$ cat config.mk
export PLATFORM = sky130hd
export DESIGN_NAME = parity_serializer
export DESIGN_NICKNAME = d
export VERILOG_FILES = /design/src/rtl/parity_serializer_pkg.sv /design/src/rtl/parity_serializer.sv
export SDC_FILE = /design/constraint.sdc
export NUM_CORES = 1
export LEC_CHECK = 0
export ABC_AREA = 1
export BUFFER_PORTS_ARGS = -buffer_cell sky130_fd_sc_hd__buf_2
export CORE_MARGIN = 2
export CORE_UTILIZATION = 47
export DETAILED_ROUTE_END_ITERATION = 12
export PLACE_DENSITY = 0.69
export SYNTH_ARGS = -nofsm -noshare
export SYNTH_HDL_FRONTEND = slang
export SYNTH_SLANG_ARGS = --single-unit
$ cat constraint.sdc
create_clock -name clk -period 1.2 [get_ports clk]
set_clock_uncertainty 0.1 [all_clocks]
set_input_delay 0.12 -clock clk [delete_from_list [all_inputs] [get_ports clk]]
set_output_delay 0.12 -clock clk [all_outputs]
set_load 0.005 [all_outputs]
$ cat src/rtl/parity_serializer_pkg.sv
// Shared types and helpers for the parity-frame transmitter.
//   parity_state_t : FSM state encoding (idle, payload shift, parity bit, idle gap)
//   PARITY_EVEN/ODD: values for the ODD parameter of parity_serializer
//   parity_of()    : reference parity of a word (reduction XOR, optionally inverted)
package parity_pkg;

  typedef enum logic [1:0] {
    ST_IDLE   = 2'd0,
    ST_SHIFT  = 2'd1,
    ST_PARITY = 2'd2,
    ST_GAP    = 2'd3
  } parity_state_t;

  localparam int PARITY_EVEN = 0;
  localparam int PARITY_ODD  = 1;

  // Words narrower than 32 bits are zero-extended, which leaves the XOR unchanged.
  function automatic logic parity_of(input logic [31:0] word, input logic odd);
    return (^word) ^ odd;
  endfunction

endpackage

$ cat src/rtl/parity_serializer.sv
// Serial parity-frame transmitter.
// Accepts a WIDTH-bit word over a valid/ready handshake and sends it on `data`
// LSB first, one bit per clock, followed by a parity bit and GAP idle cycles.
// Ports:
//   clk        : rising-edge clock
//   rst_n      : asynchronous active-low reset
//   in_valid   : in_word is valid
//   in_word    : payload to transmit, sampled only on the accepting edge
//   in_ready   : a word is taken at the next edge when in_valid is high
//   data       : registered serial line, 0 when idle or in the gap
//   busy       : a frame or its trailing gap is on the line
//   frame_done : high during the parity-bit cycle
module parity_serializer
  import parity_pkg::*;
#(
  parameter int WIDTH = 5,
  parameter int ODD   = PARITY_EVEN,
  parameter int GAP   = 0
) (
  input  logic             clk,
  input  logic             rst_n,
  input  logic             in_valid,
  input  logic [WIDTH-1:0] in_word,
  output logic             in_ready,
  output logic             data,
  output logic             busy,
  output logic             frame_done
);

  localparam int   CW      = $clog2(WIDTH + 1);
  localparam logic ODD_BIT = (ODD != 0);

  parity_state_t    state;
  logic [WIDTH-1:0] shreg;
  logic             acc;
  logic [CW-1:0]    cnt;
  logic             gap_last;
  logic             accept;

  // The gap counter only exists when there is a gap to time.
  if (GAP > 0) begin : g_gap
    localparam int GW = $clog2(GAP + 1);
    logic [GW-1:0] gcnt;

    always_ff @(posedge clk or negedge rst_n) begin
      if (!rst_n) begin
        gcnt <= '0;
      end else if (state == ST_PARITY) begin
        gcnt <= GW'(1);
      end else if (state == ST_GAP) begin
        gcnt <= gap_last ? '0 : gcnt + 1'b1;
      end
    end

    assign gap_last = (gcnt == GW'(GAP));
  end else begin : g_no_gap
    assign gap_last = 1'b1;
  end

  // Ready on the final cycle of a frame as well as in idle, so the next
  // frame's bit 0 follows the parity/last gap bit without a bubble.
  assign in_ready = (state == ST_IDLE) ||
                    (state == ST_PARITY && GAP == 0) ||
                    (state == ST_GAP && gap_last);
  assign accept   = in_valid && in_ready;

  // data shows the bit of the current state: on acceptance bit 0 goes out
  // immediately, the shift register keeps the remaining bits and the
  // accumulator already includes bit 0.
  always_ff @(posedge clk or negedge rst_n) begin
    if (!rst_n) begin
      state      <= ST_IDLE;
      shreg      <= '0;
      acc        <= 1'b0;
      cnt        <= '0;
      data       <= 1'b0;
      busy       <= 1'b0;
      frame_done <= 1'b0;
    end else begin
      case (state)
        ST_IDLE: begin
          data <= 1'b0;
        end
        ST_SHIFT: begin
          if (cnt == CW'(WIDTH)) begin
            state      <= ST_PARITY;
            data       <= acc;
            frame_done <= 1'b1;
            cnt        <= '0;
          end else begin
            data  <= shreg[0];
            acc   <= acc ^ shreg[0];
            shreg <= shreg >> 1;
            cnt   <= cnt + 1'b1;
          end
        end
        ST_PARITY: begin
          frame_done <= 1'b0;
          data       <= 1'b0;
          if (GAP > 0) begin
            state <= ST_GAP;
          end else begin
            state <= ST_IDLE;
            busy  <= 1'b0;
          end
        end
        ST_GAP: begin
          data <= 1'b0;
          if (gap_last) begin
            state <= ST_IDLE;
            busy  <= 1'b0;
          end
        end
        default: begin
          state <= ST_IDLE;
        end
      endcase

      // A new word overrides whatever the ending state would have done.
      if (accept) begin
        state      <= ST_SHIFT;
        shreg      <= in_word >> 1;
        data       <= in_word[0];
        acc        <= ODD_BIT ^ in_word[0];
        cnt        <= CW'(1);
        busy       <= 1'b1;
        frame_done <= 1'b0;
      end
    end
  end

endmodule

==> results of run 1 <==
==> cell families after synthesis <==
group / after synthesis / share of synthesized area, %
compound gates: 5 / 4.10
buf+inv: 8 / 4.88
flops: 13 / 50.8
simple gates: 55 / 40.2
==> timing repair <==
item | in CTS | in global routing
endpoints found under the hold margin | 14 | 0
buffers inserted | 3 | 1
resized for setup | 0 | 2
pin swaps | 0 | 1
hold buffers | 2 | 0
endpoints found under the setup margin | 1 | 8
==> Yosys cell counts <==
library cell,count,area (µm²)
inv_1,5,18.8
nor2_4,1,11.3
nor2_1,3,11.3
o21ai_0,2,10.0
o22ai_1,1,6.26
nand2_2,4,25.0
dfrtp_1,13,325
clkinv_2,1,5.00
nand2_4,3,33.8
nand2_1,35,131
nand3_1,9,45.0
a21oi_1,2,10.0
inv_2,2,7.51
==> flip-flops by register name, indices dropped and copies added (netlist names) <==
| signal | cells |
|---|---|
| acc | 1 |
| shreg | 4 |
| busy | 1 |
| state | 2 |
| data | 1 |
| frame_done | 1 |
| cnt | 3 |
==> cell type report <==
| class | instances | area [µm²] | share of cell area, % |
|---|---|---|---|
| sequential | 13 | 325 | 40.6 |
| multi-input combinational | 60 | 289 | 36.0 |
| timing repair buffer | 17 | 111 | 13.9 |
| inverter | 8 | 31.3 | 3.90 |
| clock buffer | 4 | 26.3 | 3.28 |
| tap | 15 | 18.8 | 2.34 |
==> path summary, 6_finish.rpt <==
check,to,slack [ns],from
max in group asynchronous,shreg[1],0.63,rst_n
min in group asynchronous,state[1],0.15,rst_n
worst min register to register,busy,0.39,busy
worst max-delay path,in_ready,0.01,state[1]
worst min-delay path,data,0.06,in_word[0]
worst max register to register,shreg[2],0.05,cnt[1]
==> worst register-to-register path, stage by stage (launching register included) <==
cell     delay, ns
dfrtp_1       0.42
inv_1         0.11
nand3_1       0.12
nand2_2       0.11
nand2_4       0.07
nand2_1       0.07
nand2_1       0.05
==> metrics by stage <==
| step | hold WS (ns) | total power (W) |
|---|---|---|
| after global routing | 0.0728 | 0.00209 |
| after floorplan | -0.276 | 0.00131 |
| after detailed placement | -0.0808 | 0.00153 |
| final | 0.0649 | 0.00193 |
| after global placement | -0.0768 | 0.00151 |
| after CTS | 0.0668 | 0.00186 |
==> report_power, final <==
part           leakage [nW]  switching, W  total, W  internal [W]
Sequential            0.165      0.000141  0.000752      0.000611
Combinational         0.278      0.000521  0.000911      0.000391
Clock                0.0150      0.000139  0.000267      0.000129
==> per-layer routing <==
layer  routed length (µm)  vias to the layer above  GRT usage (%)
li1                     -                      295              -
met1                  605                      278           22.3
met2                  602                       14           32.4
met3                   55                        2           3.26
met4                   12                        0           10.0
met5                    0                        -              0
==> impl_metrics.tcl, run 1 <==
set metrics [dict create \
    synth-seq-area-share_pct 50.8 \
    syn_area_um2 641 \
    leakage_nw 0.458 \
    required_ns 0.98 \
    crit_path_max_fanout 7 \
    tightest_slew_ns 0.282 \
    post-dp-hpwl_um 919 \
    tns_ns 0 \
    maxCapViolations 0 \
    crit_family "flip-flops" \
    avgSynthCellArea_um2 7.91 \
    fill_cells 123 \
    ant_nets 0 \
    setup_viol_count_final 0 \
    fp.coreArea_mm2 0.00128 \
    yosysWarningCount 0 \
    status "finished, final reports clean" \
    grt_util_all_layers_pct 18.9 \
    clk_pin_slew_ns 0.08 \
    hold_depth 3 \
    crit_cells 3 \
    fp.dieH_um 40.9 \
    fin_cells 117 \
    grt_max_degree 14 \
    synth_nets 89 \
    placedCellCount 107 \
    fmax_ghz 0.843 \
    start_kind "register" \
    numPortBuffers 11 \
    yosysUniqueCellTypes 13 \
    cts-root-buf "clkbuf_4" \
    worst_slack_ns 0.0133 \
    hold_path_class "primary input to register" \
    antenna_found_initial 0 \
    grt_pass1_wl_um 2060 \
    cp_cell_sequence "inv_2 > nand2_4 > buf_6" \
    vdd_drop_max_mv 1.13 \
    routed_wl_um 1280 \
    die_w_um 40.9 \
    final_layout_size_suffix_gt1_share_pct 28.4 \
    drt_iter0_markers 6 \
    grt-ovfl-total 0 \
    initial_core_util_pct 49.9 \
    cp.arrival_ns 0.97 \
    antenna_cells 0 \
    drc 0 \
    numCtsBuffers 3 \
    die_area_mm2 0.00167 \
    slew_headroom_pct 81.2 \
    layout_commonest_cell "nand2_1" \
    syn_inst 81 \
    final_core_util_pct 62.4 \
    gp_congestion 0.778 \
    vias_per_cell 5.03 \
    place_area_um2 714 \
    clock_latency_ns 0.27 \
    cp-end-kind "output pin" \
    cts_num_sinks 13 \
    path_class "register to output pin" \
    areaGrowthSynthToFinish_pct 25.2 \
    final_cell_mix "nand2_1 (35), dfrtp_1 (13), buf_2 (10)" \
    hold_violations 0 \
    cts_tree "yes" \
    place_ws_ns 0.0527 \
    grt_pass1_vias 534 \
    pin_count 12 \
    avgRoutedWirePerCell_um 10.9 \
    vias 589 \
    p_per_area_mw_per_mm2 2410 \
    num-nets-final 111 \
    final_design_area_no_fill_um2 802 \
    rsz0062_at_grt "true" \
    rows 13 \
    slowest_delay_ns 0.39 \
    ys_ff_latch 13 \
    dr.pass1.iters 4 \
    drv_slew 0 \
    worst-path-buf-inv 2 \
    period_minus_slack_ns 1.19 \
    post-route-period-util_pct 98.9 \
    r2r_cells 6 \
    clk_path_buf_depth 2 \
    cts_max_level 1 \
    cpMaxStageDelayCell "dfrtp_1" \
]
Power figures use the tool's default switching activity.
==> run 2: changes to the inputs <==
--- a/config.mk
+++ b/config.mk
@@ -8,9 +8,9 @@
 export ABC_AREA = 1
 export BUFFER_PORTS_ARGS = -buffer_cell sky130_fd_sc_hd__buf_2
 export CORE_MARGIN = 2
-export CORE_UTILIZATION = 47
+export CORE_UTILIZATION = 46
 export DETAILED_ROUTE_END_ITERATION = 12
-export PLACE_DENSITY = 0.69
+export PLACE_DENSITY = 0.71
 export SYNTH_ARGS = -nofsm -noshare
 export SYNTH_HDL_FRONTEND = slang
 export SYNTH_SLANG_ARGS = --single-unit
==> constraint.sdc (replaced) <==
create_clock -name clk -period 0.98 [get_ports clk]
set_clock_uncertainty 0.1 [all_clocks]
set_input_delay 0.098 -clock clk [delete_from_list [all_inputs] [get_ports clk]]
set_output_delay 0.098 -clock clk [all_outputs]
set_load 0.005 [all_outputs]
==> run 2 against run 1 <==
Largest cell class unchanged. Die area is 2.0% higher. Via count is 5.6% higher. Global-route usage is 0.67 points higher. Utilization is 9.3 points higher. Critical endpoint unchanged. Sequential cell count stayed put. First-iteration DRC count is 50% higher. Clock power is 24% higher. Count of clock-buffer cells in the layout stayed put. The flow now finishes with violations (setup timing). Sequential power is 21% higher.
==> impl_metrics.tcl, run 2 (synthesis gave the netlist of run 1 again) <==
set metrics [dict create \
    status "finished with violations" \
    violations "setup timing" \
    areaGrowthSynthToFinish_pct 45.7 \
    routed_wl_um 1400 \
    rr_endpoint "shreg[2]" \
    tightest_slew_ns 0.301 \
    grtUsageMet3_pct 3.19 \
    numCtsBuffers 3 \
    grt-busiest-layer "met2" \
    final_layout_size_suffix_gt1_share_pct 37.7 \
    path_class "register to output pin" \
    cts_max_level 1 \
    largest_reg_flops 4 \
    rsz0062_at_grt "true" \
    required_ns 0.78 \
    slew_headroom_pct 79.9 \
    cts_num_sinks 13 \
    drc 0 \
    ant_nets 0 \
    met2_usage_pct 32.4 \
    clock_latency_ns 0.27 \
    avgRoutedWirePerCell_um 10.9 \
    hold_violations 0 \
    gr-usage-met1_pct 24.7 \
    cp.arrival_ns 1.04 \
    crit_path_max_fanout 2 \
    die_area_mm2 0.00171 \
    hold_depth 3 \
    p_per_area_mw_per_mm2 3010 \
    antenna_cells 0 \
    maxCapViolations 0 \
    worst_slack_ns -0.262 \
    clk_path_buf_depth 2 \
    cts_tree "yes" \
    drv_slew 0 \
    grt-ovfl-total 0 \
    start_kind "register" \
    hold_path_class "primary input to register" \
    fp.coreArea_mm2 0.00130 \
    vias 622 \
    fmax_ghz 0.805 \
    grt_pass1_wl_um 2100 \
    cp-end-kind "output pin" \
    period_minus_slack_ns 1.24 \
    final_core_util_pct 71.7 \
    vdd_drop_max_mv 1.44 \
    fp.dieH_um 41.3 \
    cts-root-buf "clkbuf_4" \
    rows 13 \
    post-route-period-util_pct 127 \
    layout_commonest_cell "nand2_1" \
    dr.pass1.iters 4 \
    clk_pin_slew_ns 0.08 \
    die_w_um 41.3 \
    setup_viol_count_final 15 \
    final_cell_mix "nand2_1 (35), dfrtp_1 (13), buf_4 (13)" \
    antenna_found_initial 0 \
    grt_max_degree 14 \
    post-dp-hpwl_um 942 \
    grt_pass1_vias 514 \
    leakage_nw 0.526 \
    place_ws_ns -0.168 \
    holdPathEnd "data" \
    reg2reg_from "state[1]" \
    regMostFlops "shreg" \
    fill_cells 109 \
    initial_core_util_pct 49.2 \
    top_regs "shreg (4), cnt (3), state (2)" \
    r2r_slack_ns -0.22 \
    hold_start "in_word[0]" \
    pin_count 12 \
    num-nets-final 123 \
    gp_congestion 0.840 \
    grt_util_all_layers_pct 19.6 \
    drt_iter0_markers 9 \
    r2r_cells 6 \
    tns_ns -2.43 \
    vias_per_cell 4.82 \
    numPortBuffers 11 \
]
## run 2: power by group
| group | switching [W] | leakage, nW | internal, W |
|---|---|---|---|
| registers | 0.000162 | 0.165 | 0.000748 |
| logic | 0.000768 | 0.346 | 0.000801 |
| clock network | 0.000174 | 0.0150 | 0.000157 |
## run 2: metal layers
| layer | up-vias | wire (µm) |
|---|---|---|
| met2 | 18 | 671 |
| met5 | - | 0 |
| met1 | 279 | 649 |
| met4 | 0 | 21 |
| li1 | 321 | - |
| met3 | 4 | 57 |
## run 2: final cells by class
type / instances / area, µm² / share of cell area (%)
Clock buffer: 4 / 26.3 / 2.82
Timing Repair Buffer: 29 / 216 / 23.2
Tap cell: 15 / 18.8 / 2.01
Inverter: 8 / 32.5 / 3.49
Multi-Input combinational cell: 60 / 314 / 33.6
Sequential cell: 13 / 325 / 34.9
## run 2: how the worst max path moves through the flow
stage             start       end  slack, ns  cells past startpoint
3_3_place_gp   state[1]  shreg[0]      -0.12                      6
5_1_grt        state[1]  in_ready      -0.31                      4
6_report       state[1]  in_ready      -0.26                      4
4_1_cts        state[1]  in_ready      -0.23                      4
2_1_floorplan  state[1]       acc      -0.06                      6
3_5_place_dp   state[1]  shreg[2]      -0.17                      6
## run 2: what timing repair did
item	CTS	global route
resized for setup	6	6
setup endpoints to repair	15	17
hold buffers	2	0
pin swaps	2	1
buffers inserted	5	4
endpoints found under the hold margin	14	0
## run 2: per-stage QoR
stage	std cells	power [W]	instance area, µm²	hold slack (ns)
after floorplan	81	0.00162	641	-0.298
after global placement	114	0.00202	767	-0.0995
after detailed placement	114	0.00205	767	-0.100
after CTS	125	0.00260	883	0.0331
after global routing	129	0.00306	933	0.0510
final	129	0.00281	933	0.0291
## run 2: critical path, cell delays in order (launching register included)
cell,delay [ns]
dfrtp_1,0.41
inv_2,0.09
nand2_4,0.06
buf_6,0.11
buf_6,0.10
